[src/rtl/memory_stage_if.sv]
// Data-cache port of the memory stage: request/response bundle between the
// pipeline (master) and the data cache (slave).
interface memory_stage_if #(
    parameter int WORD_W = 32
);
    // Handshake: the master raises dmemREN or dmemWEN and holds it together
    // with dmemaddr/dmemstore unchanged until the slave answers with dhit;
    // the request and dhit are both high in the completing cycle, and for a
    // read dmemload is valid in that cycle only.
    logic              dmemREN;
    logic              dmemWEN;
    logic [WORD_W-1:0] dmemaddr;
    logic [WORD_W-1:0] dmemstore;
    logic              dhit;
    logic [WORD_W-1:0] dmemload;

    modport master (
        output dmemREN, dmemWEN, dmemaddr, dmemstore,
        input  dhit, dmemload
    );

    modport slave (
        input  dmemREN, dmemWEN, dmemaddr, dmemstore,
        output dhit, dmemload
    );
endinterface

[src/rtl/memory_stage.sv]
// EX/MEM latch plus memory-access stage: holds the execute result, runs the
// data-cache handshake, stalls until dhit and registers writeback data.
module memory_stage #(
    parameter int WORD_W = 32,
    parameter int REG_W  = 5,
    parameter int SEL_W  = 2
) (
    input  logic              CLK,
    input  logic              nRST,
    input  logic              ihit,
    input  logic              flush,
    input  logic [WORD_W-1:0] nPC_next,
    input  logic              dREN_next,
    input  logic              dWEN_next,
    input  logic              regWr_next,
    input  logic [SEL_W-1:0]  regSel_next,
    input  logic [REG_W-1:0]  regDst_next,
    input  logic [WORD_W-1:0] ALUOut_next,
    input  logic [WORD_W-1:0] storeData_next,
    input  logic              halt_next,
    memory_stage_if.master    dmem,
    output logic              mem_stall,
    output logic              regWr_wb,
    output logic [REG_W-1:0]  regDst_wb,
    output logic [WORD_W-1:0] wdat_wb,
    output logic              halt_wb,
    output logic              exmem_regWr,
    output logic [REG_W-1:0]  exmem_regDst,
    output logic [WORD_W-1:0] exmem_ALUOut,
    output logic [1:0]        dbg_state
);
    typedef logic [WORD_W-1:0] word_t;
    typedef logic [REG_W-1:0]  regbit_t;
    typedef logic [SEL_W-1:0]  regsel_t;

    typedef enum logic [1:0] {
        IDLE = 2'd0,
        WAIT = 2'd1,
        DONE = 2'd2
    } state_t;

    state_t  state;
    word_t   ex_npc;
    logic    ex_dren;
    logic    ex_dwen;
    logic    ex_regwr;
    regsel_t ex_regsel;
    regbit_t ex_regdst;
    word_t   ex_aluout;
    word_t   ex_store;
    logic    ex_halt;
    word_t   load_buf;
    word_t   wb_data;
    logic    memop;
    logic    mem_ready;
    logic    advance;

    assign memop     = ex_dren | ex_dwen;
    assign mem_ready = !memop || (state == DONE) || ((state == WAIT) && dmem.dhit);
    assign advance   = ihit && mem_ready;
    assign mem_stall = memop && !mem_ready;

    // The request is decoded from registers only, so it drops as soon as
    // reset clears the latch and never glitches with dhit.
    assign dmem.dmemREN   = ex_dren && (state == WAIT);
    assign dmem.dmemWEN   = ex_dwen && (state == WAIT);
    assign dmem.dmemaddr  = ex_aluout;
    assign dmem.dmemstore = ex_store;

    assign exmem_regWr  = ex_regwr;
    assign exmem_regDst = ex_regdst;
    assign exmem_ALUOut = ex_aluout;
    assign dbg_state    = state;

    // Load data comes straight from the cache when the hit and the advance
    // coincide; otherwise it was parked in load_buf by the WAIT->DONE step.
    always_comb begin
        wb_data = ex_aluout;
        case (ex_regsel)
            SEL_W'(1): wb_data = (state == WAIT) ? dmem.dmemload : load_buf;
            SEL_W'(2): wb_data = ex_npc;
            default:   wb_data = ex_aluout;
        endcase
    end

    always_ff @(posedge CLK or negedge nRST) begin
        if (!nRST) begin
            state     <= IDLE;
            ex_npc    <= '0;
            ex_dren   <= 1'b0;
            ex_dwen   <= 1'b0;
            ex_regwr  <= 1'b0;
            ex_regsel <= '0;
            ex_regdst <= '0;
            ex_aluout <= '0;
            ex_store  <= '0;
            ex_halt   <= 1'b0;
            load_buf  <= '0;
            regWr_wb  <= 1'b0;
            regDst_wb <= '0;
            wdat_wb   <= '0;
            halt_wb   <= 1'b0;
        end else begin
            if (advance) begin
                if (flush) begin
                    ex_npc    <= '0;
                    ex_dren   <= 1'b0;
                    ex_dwen   <= 1'b0;
                    ex_regwr  <= 1'b0;
                    ex_regsel <= '0;
                    ex_regdst <= '0;
                    ex_aluout <= '0;
                    ex_store  <= '0;
                    ex_halt   <= 1'b0;
                    state     <= IDLE;
                end else begin
                    ex_npc    <= nPC_next;
                    ex_dren   <= dREN_next;
                    ex_dwen   <= dWEN_next;
                    ex_regwr  <= regWr_next;
                    ex_regsel <= regSel_next;
                    ex_regdst <= regDst_next;
                    ex_aluout <= ALUOut_next;
                    ex_store  <= storeData_next;
                    ex_halt   <= halt_next;
                    state     <= (dREN_next || dWEN_next) ? WAIT : IDLE;
                end
                regWr_wb  <= ex_regwr;
                regDst_wb <= ex_regdst;
                wdat_wb   <= wb_data;
                halt_wb   <= halt_wb || ex_halt;
            end else begin
                if ((state == WAIT) && dmem.dhit) begin
                    state    <= DONE;
                    load_buf <= dmem.dmemload;
                end
                // A stalled cycle hands writeback a bubble so the stuck
                // instruction is not written back twice.
                if (ihit) begin
                    regWr_wb <= 1'b0;
                end
            end
        end
    end
endmodule

[src/flat_wrapper.sv]
// flat-port wrapper written by rule: the top's interface ports become plain ports
module memory_stage_flat 
#(
    parameter int WORD_W = 32,
    parameter int REG_W  = 5,
    parameter int SEL_W  = 2
)
  (CLK, nRST, ihit, flush, nPC_next, dREN_next, dWEN_next, regWr_next, regSel_next, regDst_next, ALUOut_next, storeData_next, halt_next, mem_stall, regWr_wb, regDst_wb, wdat_wb, halt_wb, exmem_regWr, exmem_regDst, exmem_ALUOut, dbg_state, dmem_dmemREN, dmem_dmemWEN, dmem_dmemaddr, dmem_dmemstore, dmem_dhit, dmem_dmemload);
  memory_stage_if #(.WORD_W(WORD_W)) dmem_i ();
  input  logic CLK;
  input  logic nRST;
  input  logic ihit;
  input  logic flush;
  input  logic [WORD_W-1:0] nPC_next;
  input  logic dREN_next;
  input  logic dWEN_next;
  input  logic regWr_next;
  input  logic [SEL_W-1:0] regSel_next;
  input  logic [REG_W-1:0] regDst_next;
  input  logic [WORD_W-1:0] ALUOut_next;
  input  logic [WORD_W-1:0] storeData_next;
  input  logic halt_next;
  output logic mem_stall;
  output logic regWr_wb;
  output logic [REG_W-1:0] regDst_wb;
  output logic [WORD_W-1:0] wdat_wb;
  output logic halt_wb;
  output logic exmem_regWr;
  output logic [REG_W-1:0] exmem_regDst;
  output logic [WORD_W-1:0] exmem_ALUOut;
  output logic [1:0] dbg_state;
  output wire logic [$bits(dmem_i.dmemREN)-1:0] dmem_dmemREN;
  output wire logic [$bits(dmem_i.dmemWEN)-1:0] dmem_dmemWEN;
  output wire logic [$bits(dmem_i.dmemaddr)-1:0] dmem_dmemaddr;
  output wire logic [$bits(dmem_i.dmemstore)-1:0] dmem_dmemstore;
  input wire logic [$bits(dmem_i.dhit)-1:0] dmem_dhit;
  input wire logic [$bits(dmem_i.dmemload)-1:0] dmem_dmemload;
  assign dmem_dmemREN = dmem_i.dmemREN;
  assign dmem_dmemWEN = dmem_i.dmemWEN;
  assign dmem_dmemaddr = dmem_i.dmemaddr;
  assign dmem_dmemstore = dmem_i.dmemstore;
  assign dmem_i.dhit = dmem_dhit;
  assign dmem_i.dmemload = dmem_dmemload;
  memory_stage #(.WORD_W(WORD_W), .REG_W(REG_W), .SEL_W(SEL_W)) u_core (.CLK(CLK), .nRST(nRST), .ihit(ihit), .flush(flush), .nPC_next(nPC_next), .dREN_next(dREN_next), .dWEN_next(dWEN_next), .regWr_next(regWr_next), .regSel_next(regSel_next), .regDst_next(regDst_next), .ALUOut_next(ALUOut_next), .storeData_next(storeData_next), .halt_next(halt_next), .dmem(dmem_i), .mem_stall(mem_stall), .regWr_wb(regWr_wb), .regDst_wb(regDst_wb), .wdat_wb(wdat_wb), .halt_wb(halt_wb), .exmem_regWr(exmem_regWr), .exmem_regDst(exmem_regDst), .exmem_ALUOut(exmem_ALUOut), .dbg_state(dbg_state));
endmodule
[config.mk]
export PLATFORM = sky130hd
export DESIGN_NAME = memory_stage_flat
export DESIGN_NICKNAME = d
export VERILOG_FILES = /design/src/rtl/memory_stage_if.sv /design/src/rtl/memory_stage.sv /design/src/flat_wrapper.sv
export SDC_FILE = /design/constraint.sdc
export NUM_CORES = 1
export LEC_CHECK = 0
export BUFFER_PORTS_ARGS = -buffer_cell sky130_fd_sc_hd__buf_4
export CORE_MARGIN = 2
export CORE_UTILIZATION = 43
export CTS_CLUSTER_DIAMETER = 200
export DETAILED_ROUTE_END_ITERATION = 6
export PLACE_DENSITY = 0.69
export SYNTH_ARGS = -nofsm -noshare
export SYNTH_HDL_FRONTEND = slang
export SYNTH_SLANG_ARGS = --single-unit
[constraint.sdc]
create_clock -name CLK -period 2.1 [get_ports CLK]
set_input_delay 0.315 -clock CLK [delete_from_list [all_inputs] [get_ports CLK]]
set_output_delay 0.315 -clock CLK [all_outputs]
set_load 0.05 [all_outputs]
Word-level counts from Yosys, hierarchy flattened
Cells that the tools add are included.
- bits in registers: 180
- input port bits: 144
- output and inout bits: 146
- logic and storage cells: 52
- equality and inequality tests: 4
- mux-type cells: 17
- bitwise gates (word level): 2
- reduce and logical (&&, ||, !) cells: 14
- operator list (operator ; number):
    $mux 32 ; 4
    $pmux 32 s2 ; 1
    $mux 2 ; 4
    $mux 1 ; 7
    $logic_and 1x1->1 ; 5
    $mux 5 ; 1
    $eq 2x1->1 const B ; 2
    $eq 2x2->1 const B ; 2
    $logic_or 1x1->1 ; 4
    $reduce_bool 2->1 ; 2
    $logic_not 1->1 ; 2
    $reduce_and 2->1 ; 1
    $not 1->1 ; 1
    $or 1x1->1 ; 1

Logic depth before layout (Yosys ltp)
- word-level depth: 7
- depth in mapped cells: 7
- mapped depth without buffers: 5

Worst setup path before layout
Ideal clock, no wire load.
- path kind: flip-flop to output port
- start: register u_core.state[0] (netlist: u_core.dbg_state[0])
- end: output dmem_dmemREN
- arrival: 1.871 ns
- required time: 1.785 ns
- slack: -0.086 ns
- cell stages (with the launch flop): 6
- buffers on the path: 3
- path through: dfrtp_1 > buf_2 > nor2b_1 > buf_2 > clkbuf_1 > and2_1
- longest elaborated chain between the ends: 2
- ends and longest elaborated chain (element ; RTL line ; text):
    start: declaration ; memory_stage.sv:42 ; state_t state;
    start signal: assignment ; memory_stage.sv:126 ; state <= (dREN_next || dWEN_next) ? WAIT : IDLE;
    $eq 2x1->1 ; memory_stage.sv:65 ; assign dmem.dmemREN = ex_dren && (state == WAIT);
    $logic_and 1x1->1 ; memory_stage.sv:65 ;
    end: declaration ; flat_wrapper.sv:32 ; output wire logic [$bits(dmem_i.dmemREN)-1:0] dmem_dmemREN;
No other way between the ends.

Worst setup path in the final report
- start: register u_core.state[0] (netlist: u_core.dbg_state[0])
- end: output mem_stall
- longest elaborated chain between the ends: 5
- elaborated cells on any way between the ends: 7
- classes of those cells: eq/ne (2); reduce/logical (5)
- ends and longest elaborated chain (element ; RTL line ; text):
    $eq 2x2->1 / $eq 2x1->1 (equally long branches) ; memory_stage.sv:59 ; assign mem_ready = !memop || (state == DONE) || ((state == WAIT) && dmem.dhit);
    $logic_or 1x1->1 / $logic_and 1x1->1 (equally long branches) ; memory_stage.sv:59 ;
    $logic_or 1x1->1 * ; memory_stage.sv:59 ;
    $logic_not 1->1 * ; memory_stage.sv:61 ; assign mem_stall = memop && !mem_ready;
    $logic_and 1x1->1 * ; memory_stage.sv:61 ;
    end: declaration ; flat_wrapper.sv:23 ; output logic mem_stall;
Mark *: on every way between the ends. The rest lies on a longest branch, timed or not.

==> results.yml <==
status:
  status: "completed"
power_and_ir_drop:
  p_leak_nw: 5.79
  vdd.ir_drop.worst_uv: 749
  p_per_area_nw_per_um2: 1690
place:
  place_hpwl_um: 15800
  post-place-ws_ns: 0.220
  port-buffer-count: 289
  gp_congestion: 0.744
  placedCellCount: 1269
sta:
  grt_setup_unrepaired: "no"
  fmaxAchievable_mhz: 495
  worst-slew-pin-transition_ns: 0.768
  hold-worst-slack_ns: 0.120
  period_share_pct: 96.3
  setup_tns_ns: 0
  setup_violations: 0
  maxSlewViolCount: 0
  finalCriticalPeriod_ns: 2.02
  clock_skew_ns: 0.0151
  finalHoldViolations: 0
  setup_ws_ns: 0.0784
  max_slew_margin_pct: 48.8
logic_synthesis:
  yosysTopAreaCell: "dfrtp_1"
  synthXorXnorAreaFrac_pct: 0
  synth_edf_count: 0
  synth_top_area_share_pct: 49.9
  synthAdderAreaFrac_pct: 0.277
  ys_seq_area_share_pct: 49.9
  netlist_top_cells_count: "180 x dfrtp_1, 99 x mux2_1, 75 x nor2b_1"
  synthTopCellsByArea: "dfrtp_1 50%, mux2_1 12%, nor2b_1 5.2%, mux2i_1 3.9%, a32o_1 3.5%"
  synth_compound_area_share_pct: 11.2
  syn_area_um2: 9030
  synth_cells: 777
  async_reset_ff_share_pct: 100
  yosys.area_share.simple_pct: 12.6
  synth_area_per_cell_um2: 11.6
  synthMostInstantiatedCell: "dfrtp_1"
  synth_top_family_by_area: "multiplexers"
  synth_fp_nets: 923
  yosysUniqueCellTypes: 30
  synth-main-ff-cell: "dfrtp_1"
  ys.warnings.count: 0
  ys_seq_elements: 180
  synthMuxAreaShare_pct: 17.6
clock_tree:
  cts_tree: "done"
  insertion_delay_ns: 0.43
  cts_max_level: 4
  cts_root_buffer: "clkbuf_16"
  path_clk_slew_ns: 0.07
  cts_sinks: 180
  cts_made_buffers: 17
  cts_buffer_depth: 2
critical_path:
  crit_slowest_cell: "dfrtp_2"
  crit_path_max_incr_delay_ns: 0.43
  critPathLaunch: "u_core.dbg_state[0]$_DFFE_PN0P_"
  critical_path_required_ns: 1.78
  critPathMaxFanout: 4
  crit_arrival_ns: 1.71
  crit_family: "simple AND/OR/NAND/NOR gates"
  worst-path-buf-inv: 2
  critical_path_class: "reg -> out"
  crit_chain: "and3b_2 > or3_4 > inv_4 > buf_8"
  end_kind: "output port"
  r2r-start: "u_core.dbg_state[0]$_DFFE_PN0P_"
  startpoint_type: "register"
grt:
  grt-ovfl-total: 0
  grt_pass1_vias: 6791
  grt.total_usage_pct: 21.2
  antenna_found_initial: 0
  grt_max_degree: 67
  grt_pass1_wl_um: 36800
final_layout:
  postLayoutCoreUtil_pct: 57.9
  diodes: 0
  final_cells: 1305
  drive_gt1_share_pct: 36.4
  area_delta_synth_final_pct: 33.4
  nNetsFinal: 1163
detailed_routing:
  drt.antenna.violating_nets: 0
  drt-initial-drc-count: 360
  drt_pre_antenna_iters: 4
  drc: 0
  vias_per_cell: 5.24
  wirelength_um: 23300
  vias: 6838
  avgRoutedWirePerCell_um: 17.9
floorplan:
  die_area_um2: 22200
  start_util_pct: 43.4
  coreArea_um2: 20800
  io_pins: 290
  die_w_um: 149
  fp.dieH_um: 149
  rows: 53
run:
  cap_violations: 0
worst_hold_path:
  hp-start: "dmem_dmemload[8]"
  holdCritPathClass: "in -> reg"
==> cell families after synthesis <==
logic type,Yosys count
multiplexers,145
AND/OR/NAND/NOR,180
flip-flops,180
AO/OA/AOI/OAI,134
buffers and inverters,136
adder cells (fa/ha/maj),2
==> report_power, final <==
part | leakage (nW) | switching, W | internal (W)
combinational | 3.17 | 0.00712 | 0.00384
sequential | 2.28 | 0.000847 | 0.00492
clock | 0.333 | 0.00141 | 0.00229
==> layer usage <==
| metal | wire (um) | up-vias | GRT usage, % | part of all wire [%] |
|---|---|---|---|---|
| li1 | - | 3173 | - | - |
| met1 | 10100 | 3406 | 28.0 | 43 |
| met2 | 11200 | 236 | 34.2 | 48 |
| met3 | 1780 | 23 | 5.99 | 7.6 |
| met4 | 297 | 0 | 5.90 | 1.3 |
| met5 | 0 | - | 0 | 0 |
==> final timing paths <==
kind / depth (start not counted) / end / slack [ns]
hold / removal: 2 / u_core.load_buf[8]$_DFFE_PN0P_ / 0.12
min in group asynchronous: 2 / u_core.wdat_wb[2]$_DFFE_PN0P_ / 0.43
setup / recovery: 4 / mem_stall / 0.08
hold reg to reg: 1 / u_core.load_buf[8]$_DFFE_PN0P_ / 0.49
setup reg to reg: 5 / u_core.ex_dwen$_DFFE_PN0P_ / 0.18
max in group asynchronous: 3 / u_core.ex_npc[18]$_DFFE_PN0P_ / 1.07
==> cells in the final DEF (no fill, tap or decap), types with 2 or more instances in the layout <==
| cell type | n |
|---|---|
| a21boi_0 | 32 |
| a21oi_1 | 32 |
| a32o_1 | 32 |
| and2_2 | 2 |
| buf_12 | 11 |
| buf_4 | 305 |
| bufinv_16 | 6 |
| clkbuf_16 | 17 |
| clkbuf_8 | 2 |
| clkinv_4 | 3 |
| dfrtp_1 | 178 |
| dfrtp_2 | 2 |
| ha_2 | 2 |
| inv_1 | 36 |
| inv_6 | 2 |
| mux2_1 | 99 |
| mux2_2 | 11 |
| mux2i_1 | 35 |
| nand2_1 | 33 |
| nand2b_1 | 34 |
| nand4b_1 | 32 |
| nor2b_1 | 74 |
| o211ai_1 | 32 |
==> per-stage QoR <==
step                area [um^2]  total power [W]
global placement          11300           0.0165
global route              12000           0.0215
finish                    12000           0.0204
CTS                       12000           0.0206
floorplan                  9030           0.0137
detailed placement        11300           0.0167
==> worst reg2reg max path, delay by kind of cell, from the launching register on <==
family / cells / cell delay [ns]
and+or+nand+nor: 1 / 0.25
AOI/OAI and AO/OA: 1 / 0.30
DFF: 1 / 0.43
muxes: 1 / 0.37
buffers and inverters: 2 / 0.45
==> layout make-up <==
class	instances	area (um^2)
clock buffer	18	439
clock inverter	14	248
fill	1858	8770
inverter	37	141
multi-input combinational	461	3790
sequential	180	4510
tap	275	344
timing repair buffer	320	2580
==> registers in the layout (all words and copies together) (netlist names) <==
signal	cells
u_core.dbg_state	2
u_core.dmem.dmemaddr	32
u_core.dmem.dmemstore	32
u_core.ex_dren	1
u_core.ex_dwen	1
u_core.ex_halt	1
u_core.ex_npc	32
u_core.ex_regsel	2
u_core.exmem_regDst	5
u_core.exmem_regWr	1
u_core.halt_wb	1
u_core.load_buf	32
u_core.regDst_wb	5
u_core.regWr_wb	1
u_core.wdat_wb	32
==> what timing repair did <==
item / 4_1_cts / 5_1_grt
cloned: 1 / 0
setup buffers: 0 / 2
pin swaps: 0 / 1
hold endpoints to repair: 47 / 0
endpoints found under the setup margin: 3 / 3
resized for setup: 3 / 5
hold buffers: 1 / 0
(Power assumes the default switching activity.)
